--- src/rtl/led_bank_arbiter.sv ---
// rtl/led_bank_arbiter.sv - round-robin, tenure-bounded sharing of the LED bank between requesters
// Optional idle heartbeat display enabled by defining LED_ARB_HEARTBEAT_EN.
module led_bank_arbiter #(
  parameter int NREQ   = 4,
  parameter int WIDTH  = 8,
  parameter int TENURE = 1024,
  parameter int HB_W   = 26
) (
  input  logic                  clk,
  input  logic                  rst_n,
  input  logic [NREQ-1:0]       req,
  input  logic [NREQ*WIDTH-1:0] pat,
  output logic [NREQ-1:0]       grant,
  output logic [WIDTH-1:0]      leds,
  output logic                  busy
);

  localparam int IW = $clog2(NREQ);
  localparam int TW = $clog2(TENURE);
  localparam logic [TW-1:0] TEN_MAX = TW'(TENURE - 1);

  if (NREQ < 2 || NREQ > 8 || TENURE < 2 || HB_W < WIDTH) begin : g_param_check
    $error("led_bank_arbiter: parameter out of range");
  end

  typedef enum logic {S_IDLE = 1'b0, S_OWNED = 1'b1} state_t;

  state_t             r_state;
  logic [IW-1:0]      r_owner;
  logic [IW-1:0]      r_rr;
  logic [TW-1:0]      r_ten;
  logic [NREQ-1:0]    r_grant;
  logic [WIDTH-1:0]   r_leds;
  logic               r_busy;

  logic [NREQ-1:0]    w_others;
  logic               w_idle_hit;
  logic [IW-1:0]      w_idle_idx;
  logic               w_next_hit;
  logic [IW-1:0]      w_next_idx;
  logic               w_own_req;
  logic [WIDTH-1:0]   w_own_pat;
  logic [WIDTH-1:0]   w_idle_pat;
  logic [WIDTH-1:0]   w_next_pat;
  logic [WIDTH-1:0]   w_idle_leds;
  logic [IW-1:0]      w_owner_inc;
  logic               w_ten_full;

  function automatic logic [IW-1:0] wrap_add(input logic [IW-1:0] base, input int off);
    int s;
    s = int'(base) + off;
    if (s >= NREQ) s = s - NREQ;
    return IW'(s);
  endfunction

  function automatic logic [NREQ-1:0] onehot(input logic [IW-1:0] idx);
    logic [NREQ-1:0] v;
    v      = '0;
    v[idx] = 1'b1;
    return v;
  endfunction

  // Two circular priority searches: from rr when idle, and from owner+1
  // (owner excluded, so it comes last) for release and preemption.
  always_comb begin
    w_others          = req;
    w_others[r_owner] = 1'b0;
    w_idle_hit        = 1'b0;
    w_idle_idx        = r_rr;
    for (int k = 0; k < NREQ; k++) begin
      if (!w_idle_hit && req[wrap_add(r_rr, k)]) begin
        w_idle_hit = 1'b1;
        w_idle_idx = wrap_add(r_rr, k);
      end
    end
    w_next_hit = 1'b0;
    w_next_idx = r_owner;
    for (int k = 1; k < NREQ; k++) begin
      if (!w_next_hit && w_others[wrap_add(r_owner, k)]) begin
        w_next_hit = 1'b1;
        w_next_idx = wrap_add(r_owner, k);
      end
    end
  end

  assign w_own_req   = req[r_owner];
  assign w_own_pat   = pat[int'(r_owner) * WIDTH +: WIDTH];
  assign w_idle_pat  = pat[int'(w_idle_idx) * WIDTH +: WIDTH];
  assign w_next_pat  = pat[int'(w_next_idx) * WIDTH +: WIDTH];
  assign w_owner_inc = wrap_add(r_owner, 1);
  assign w_ten_full  = (r_ten == TEN_MAX);

`ifdef LED_ARB_HEARTBEAT_EN
  logic [HB_W-1:0] r_hb;
  logic [HB_W-1:0] w_hb_next;

  assign w_hb_next   = r_hb + {{(HB_W-1){1'b0}}, 1'b1};
  // Idle display tracks the counter value written on the same edge.
  assign w_idle_leds = w_hb_next[HB_W-1 -: WIDTH];

  always_ff @(posedge clk or negedge rst_n) begin
    if (!rst_n) r_hb <= '0;
    else        r_hb <= w_hb_next;
  end
`else
  assign w_idle_leds = '0;
`endif

  always_ff @(posedge clk or negedge rst_n) begin
    if (!rst_n) begin
      r_state <= S_IDLE;
      r_owner <= '0;
      r_rr    <= '0;
      r_ten   <= '0;
      r_grant <= '0;
      r_leds  <= '0;
      r_busy  <= 1'b0;
    end else begin
      case (r_state)
        S_IDLE: begin
          if (w_idle_hit) begin
            r_state <= S_OWNED;
            r_owner <= w_idle_idx;
            r_grant <= onehot(w_idle_idx);
            r_busy  <= 1'b1;
            r_ten   <= '0;
            r_leds  <= w_idle_pat;
          end else begin
            r_leds  <= w_idle_leds;
          end
        end
        S_OWNED: begin
          if (!w_own_req) begin
            // Release wins over a coincident tenure expiry.
            r_rr <= w_owner_inc;
            if (w_next_hit) begin
              r_owner <= w_next_idx;
              r_grant <= onehot(w_next_idx);
              r_ten   <= '0;
              r_leds  <= w_next_pat;
            end else begin
              r_state <= S_IDLE;
              r_grant <= '0;
              r_busy  <= 1'b0;
              r_ten   <= '0;
              r_leds  <= w_idle_leds;
            end
          end else if (w_ten_full && w_next_hit) begin
            r_owner <= w_next_idx;
            r_grant <= onehot(w_next_idx);
            r_ten   <= '0;
            r_leds  <= w_next_pat;
          end else begin
            if (!w_ten_full) r_ten <= r_ten + TW'(1);
            r_leds <= w_own_pat;
          end
        end
        default: r_state <= S_IDLE;
      endcase
    end
  end

  assign grant = r_grant;
  assign leds  = r_leds;
  assign busy  = r_busy;

endmodule

--- config.mk ---
export PLATFORM = sky130hd
export DESIGN_NAME = led_bank_arbiter
export DESIGN_NICKNAME = d
export VERILOG_FILES = /design/src/rtl/led_bank_arbiter.sv
export SDC_FILE = /design/constraint.sdc
export NUM_CORES = 1
export LEC_CHECK = 0
export CORE_MARGIN = 3
export CORE_UTILIZATION = 28
export CTS_BUF_LIST = sky130_fd_sc_hd__clkbuf_8
export DETAILED_ROUTE_END_ITERATION = 10
export PLACE_DENSITY = 0.5
export SLEW_MARGIN = 20
export SYNTH_ARGS = -nofsm -noshare
export SYNTH_HDL_FRONTEND = slang
export SYNTH_SLANG_ARGS = --single-unit
--- constraint.sdc ---
create_clock -name clk -period 6.45 [get_ports clk]
set_clock_uncertainty 0.05 [all_clocks]
set_input_delay 1.29 -clock clk [delete_from_list [all_inputs] [get_ports clk]]
set_output_delay 1.29 -clock clk [all_outputs]
set_load 0.01 [all_outputs]
==> impl_results.md <==
- CTS Buf Count: 3
- Worst r2r src: r_owner[0]
- Sequential-to-total area share from yosys stat: 0.278
- P_int: 0.838 mW
- Nets: 358
- Grt ovf: 0
- DPL Wire Length: 5.47 mm
- Worst Max-Slew Pin Slew: 0.919 ns
- Async S/R FF share, synth: 1.00
- DIE AREA: 10200 µm²
- DR WL/cell: 17.6 µm
- GR peak layer: met2
- Final hold vios: 0
- Area grow syn2layout: 25.7%
- Max-slew headroom: 0.386
- Slew Limit Fails: 0
- Final worst path period share: 0.618
- Maxcap violations: 0
- CTS Sinks: 28
- TNS Setup: 0 ns
- Post-CTS sizing: 0
- Antenna violations before repair: 0
- Slowest stage delay, CP: 0.67 ns
- Fin Hold WS: 0.460 ns
- Total power: 1.56 mW
- Part of the power in registers: 0.206
- ANT nets after route: 0
- Cells after Synth: 274
- # IOs: 51
- IO Port Bufs: 50
- Non-filler cells in the finished layout: 419
- Clock Latency Late Sink: 0.28 ns
- Cell taking the most area after synthesis: dfrtp_1
- Antenna diode count: 0
- Peak supply drop: 0.233 mV
- Met2 Usage GRT: 0.222
- Largest delay contributor family on the critical path: simple AND/OR/NAND/NOR gates
- Worst Path Buf+Inv: 1
- Final Critical Period: 3.98 ns
- Arr. time, crit path: 4.07 ns
- Library cells used by synthesis: 58
- Cell Area, Synth: 2520 µm²
- GP Congestion: 0.877
- Clock network power share: 0.071
- DR vias: 2433
- Area of the multi-input gates: 1720 µm²
- Fmax: 0.251 GHz
- Crit path launch: req[1]
- Final WS setup: 2.47 ns
- Net switching power figure: 0.720 mW
- Initial Util: 0.298
- Fin util: 0.375
- Vias in the first global route: 2350
- Area contributors post-synth: dfrtp_1, mux4_2, mux2i_1, a21oi_1, nand3_1
- Initial detailed-routing violation count: 150
- CTS tree: built
- Post-synth EDFFs: 0
- GR Util met1: 0.220
- CTS root buf: clkbuf_8
- Setup bufs post-CTS: 0
- Hold-fix buffers, CTS: 0
- Post-Place Setup Slack: 2.20 ns
- Syn nets: 317
- Clk slew on worst S/H paths: 0.10 ns
- DRC Markers: 0
- H-tree levels: 1
- Core area: 8460 µm²
- Row count: 33
- Proportion of layout cells with a drive suffix above 1: 0.118
- Slowest CP cell: clkdlybuf4s50_1
- Fillers: 852
- Drt via density: 5.81
- CP Class: input port to register
- Reg area: 701 µm²
- Unrepaired setup endpoints after global routing: false
- Total iterations of the first detailed-routing run: 4
- Synth warn: 0
- CTS Buffer Depth: 2
- Avg Cell Area, Syn: 9.21 µm²
- Die height: 101 µm
- Flops & latches, synth: 28
- Placed Cells: 415
- GRT Total Usage: 0.147
- Die Width: 101 µm
- Grt met3 use: 0.0263
- CP Capture Type: register
- Power share of the combinational group: 0.723
- Leak: 1.20 nW
- Largest net degree at the start of global routing: 29
- Top-area cell type share of the netlist area: 0.278
- Design Area, Final: 3170 µm²
- Final setup viols: 0
- Final wirelength: 7.36 mm
- Hold Startpoint: busy
- Main flop type after synthesis: dfrtp_1
- Worst Path Required: 6.54 ns
- Placed instance area: 3110 µm²
- HP Class: register to register
- Switching share of total power: 0.462
- First-pass GRT wire length: 12.3 mm
- Crit-path cells: clkdlybuf4s50_1, or3b_1, a21oi_1, nor3_1, nor3_2, nand2_1, o221ai_1
- Startpoint Class: input port
- Crit Path Max Fanout: 10
- PwrDens: 492 nW/µm²
- Status: finished, final reports clean
## kinds of logic after synthesis
kind of cell    Yosys count  share of synthesized area
buf+inv                  25                     0.0446
compound gates           93                      0.259
mux                      30                      0.182
flops                    28                      0.278
simple gates             92                      0.205
fa+ha+maj                 5                     0.0248
xor+xnor                  1                    0.00645
## state kept, by name, indices dropped and copies added (netlist names)
signal,count
r_ten,10
leds,8
grant,4
r_owner,2
r_rr,2
busy,1
r_state,1
## tightest hold or removal path, delay by kind of cell (launching register included)
kind          cells  cell delay (ns)
simple gates      2             0.12
flops             1             0.36
## power groups by stage
stage | clock [mW] | combinational (mW) | sequential [mW]
finish | 0.111 | 1.13 | 0.321
global route | 0.121 | 1.24 | 0.335
CTS | 0.113 | 1.12 | 0.323
detailed placement | 0 | 1.12 | 0.326
global placement | 0 | 1.12 | 0.326
floorplan | 0 | 0.847 | 0.307
## layer usage
metal | up-vias | routed length, µm
met3 | 2 | 514
met5 | - | 0
met4 | 0 | 40
met1 | 1181 | 3530
li1 | 1163 | -
met2 | 87 | 3280
## final cells by class
type	instances	area share
tap	105	0.0414
sequential	28	0.221
clock buffer	4	0.0174
multi-input combinational	221	0.543
inverter	6	0.00710
timing repair buffer	55	0.170
## path summary, 6_finish.rpt
check	end	slack [ns]	depth (start not counted)
min in group asynchronous	r_ten[2]	1.32	2
worst min-delay path	busy	0.46	2
max in group asynchronous	leds[7]	4.76	2
worst max-delay path	leds[2]	2.47	7
worst max register to register	leds[6]	2.64	9
worst min register to register	busy	0.46	2
## synthesized netlist by cell type (all sizes together), types with 5 or more instances
| master | n |
|---|---|
| dfrtp | 28 |
| a21oi | 23 |
| nand3 | 23 |
| o21ai | 21 |
| mux2i | 15 |
| nor2 | 13 |
| clkbuf | 12 |
| mux4 | 12 |
| nor3 | 12 |
| a211oi | 10 |
| nand2 | 9 |
| buf | 7 |
| o221ai | 7 |
| inv | 6 |
| nor2b | 6 |
| o31ai | 6 |
| a2bb2oi | 5 |
| ha | 5 |
| nand2b | 5 |
## layout by cell type (no fill, tap or decap), drive strengths merged, types with 4 or more instances in the layout
cell | synthesis | routed
nor2b | 6 | 6
o221ai | 7 | 7
mux4 | 12 | 12
inv | 6 | 6
mux2i | 15 | 15
buf | 7 | 5
nand3 | 23 | 23
a21oi | 23 | 23
a2bb2oi | 5 | 5
ha | 5 | 5
clkbuf | 12 | 4
o31ai | 6 | 6
nor3 | 12 | 12
clkdlybuf4s50 | 0 | 50
nand2b | 5 | 5
nor2 | 13 | 13
o21ai | 21 | 21
a211oi | 10 | 10
dfrtp | 28 | 28
nand2 | 9 | 9
Note: power is estimated with default switching activity, not from simulation.
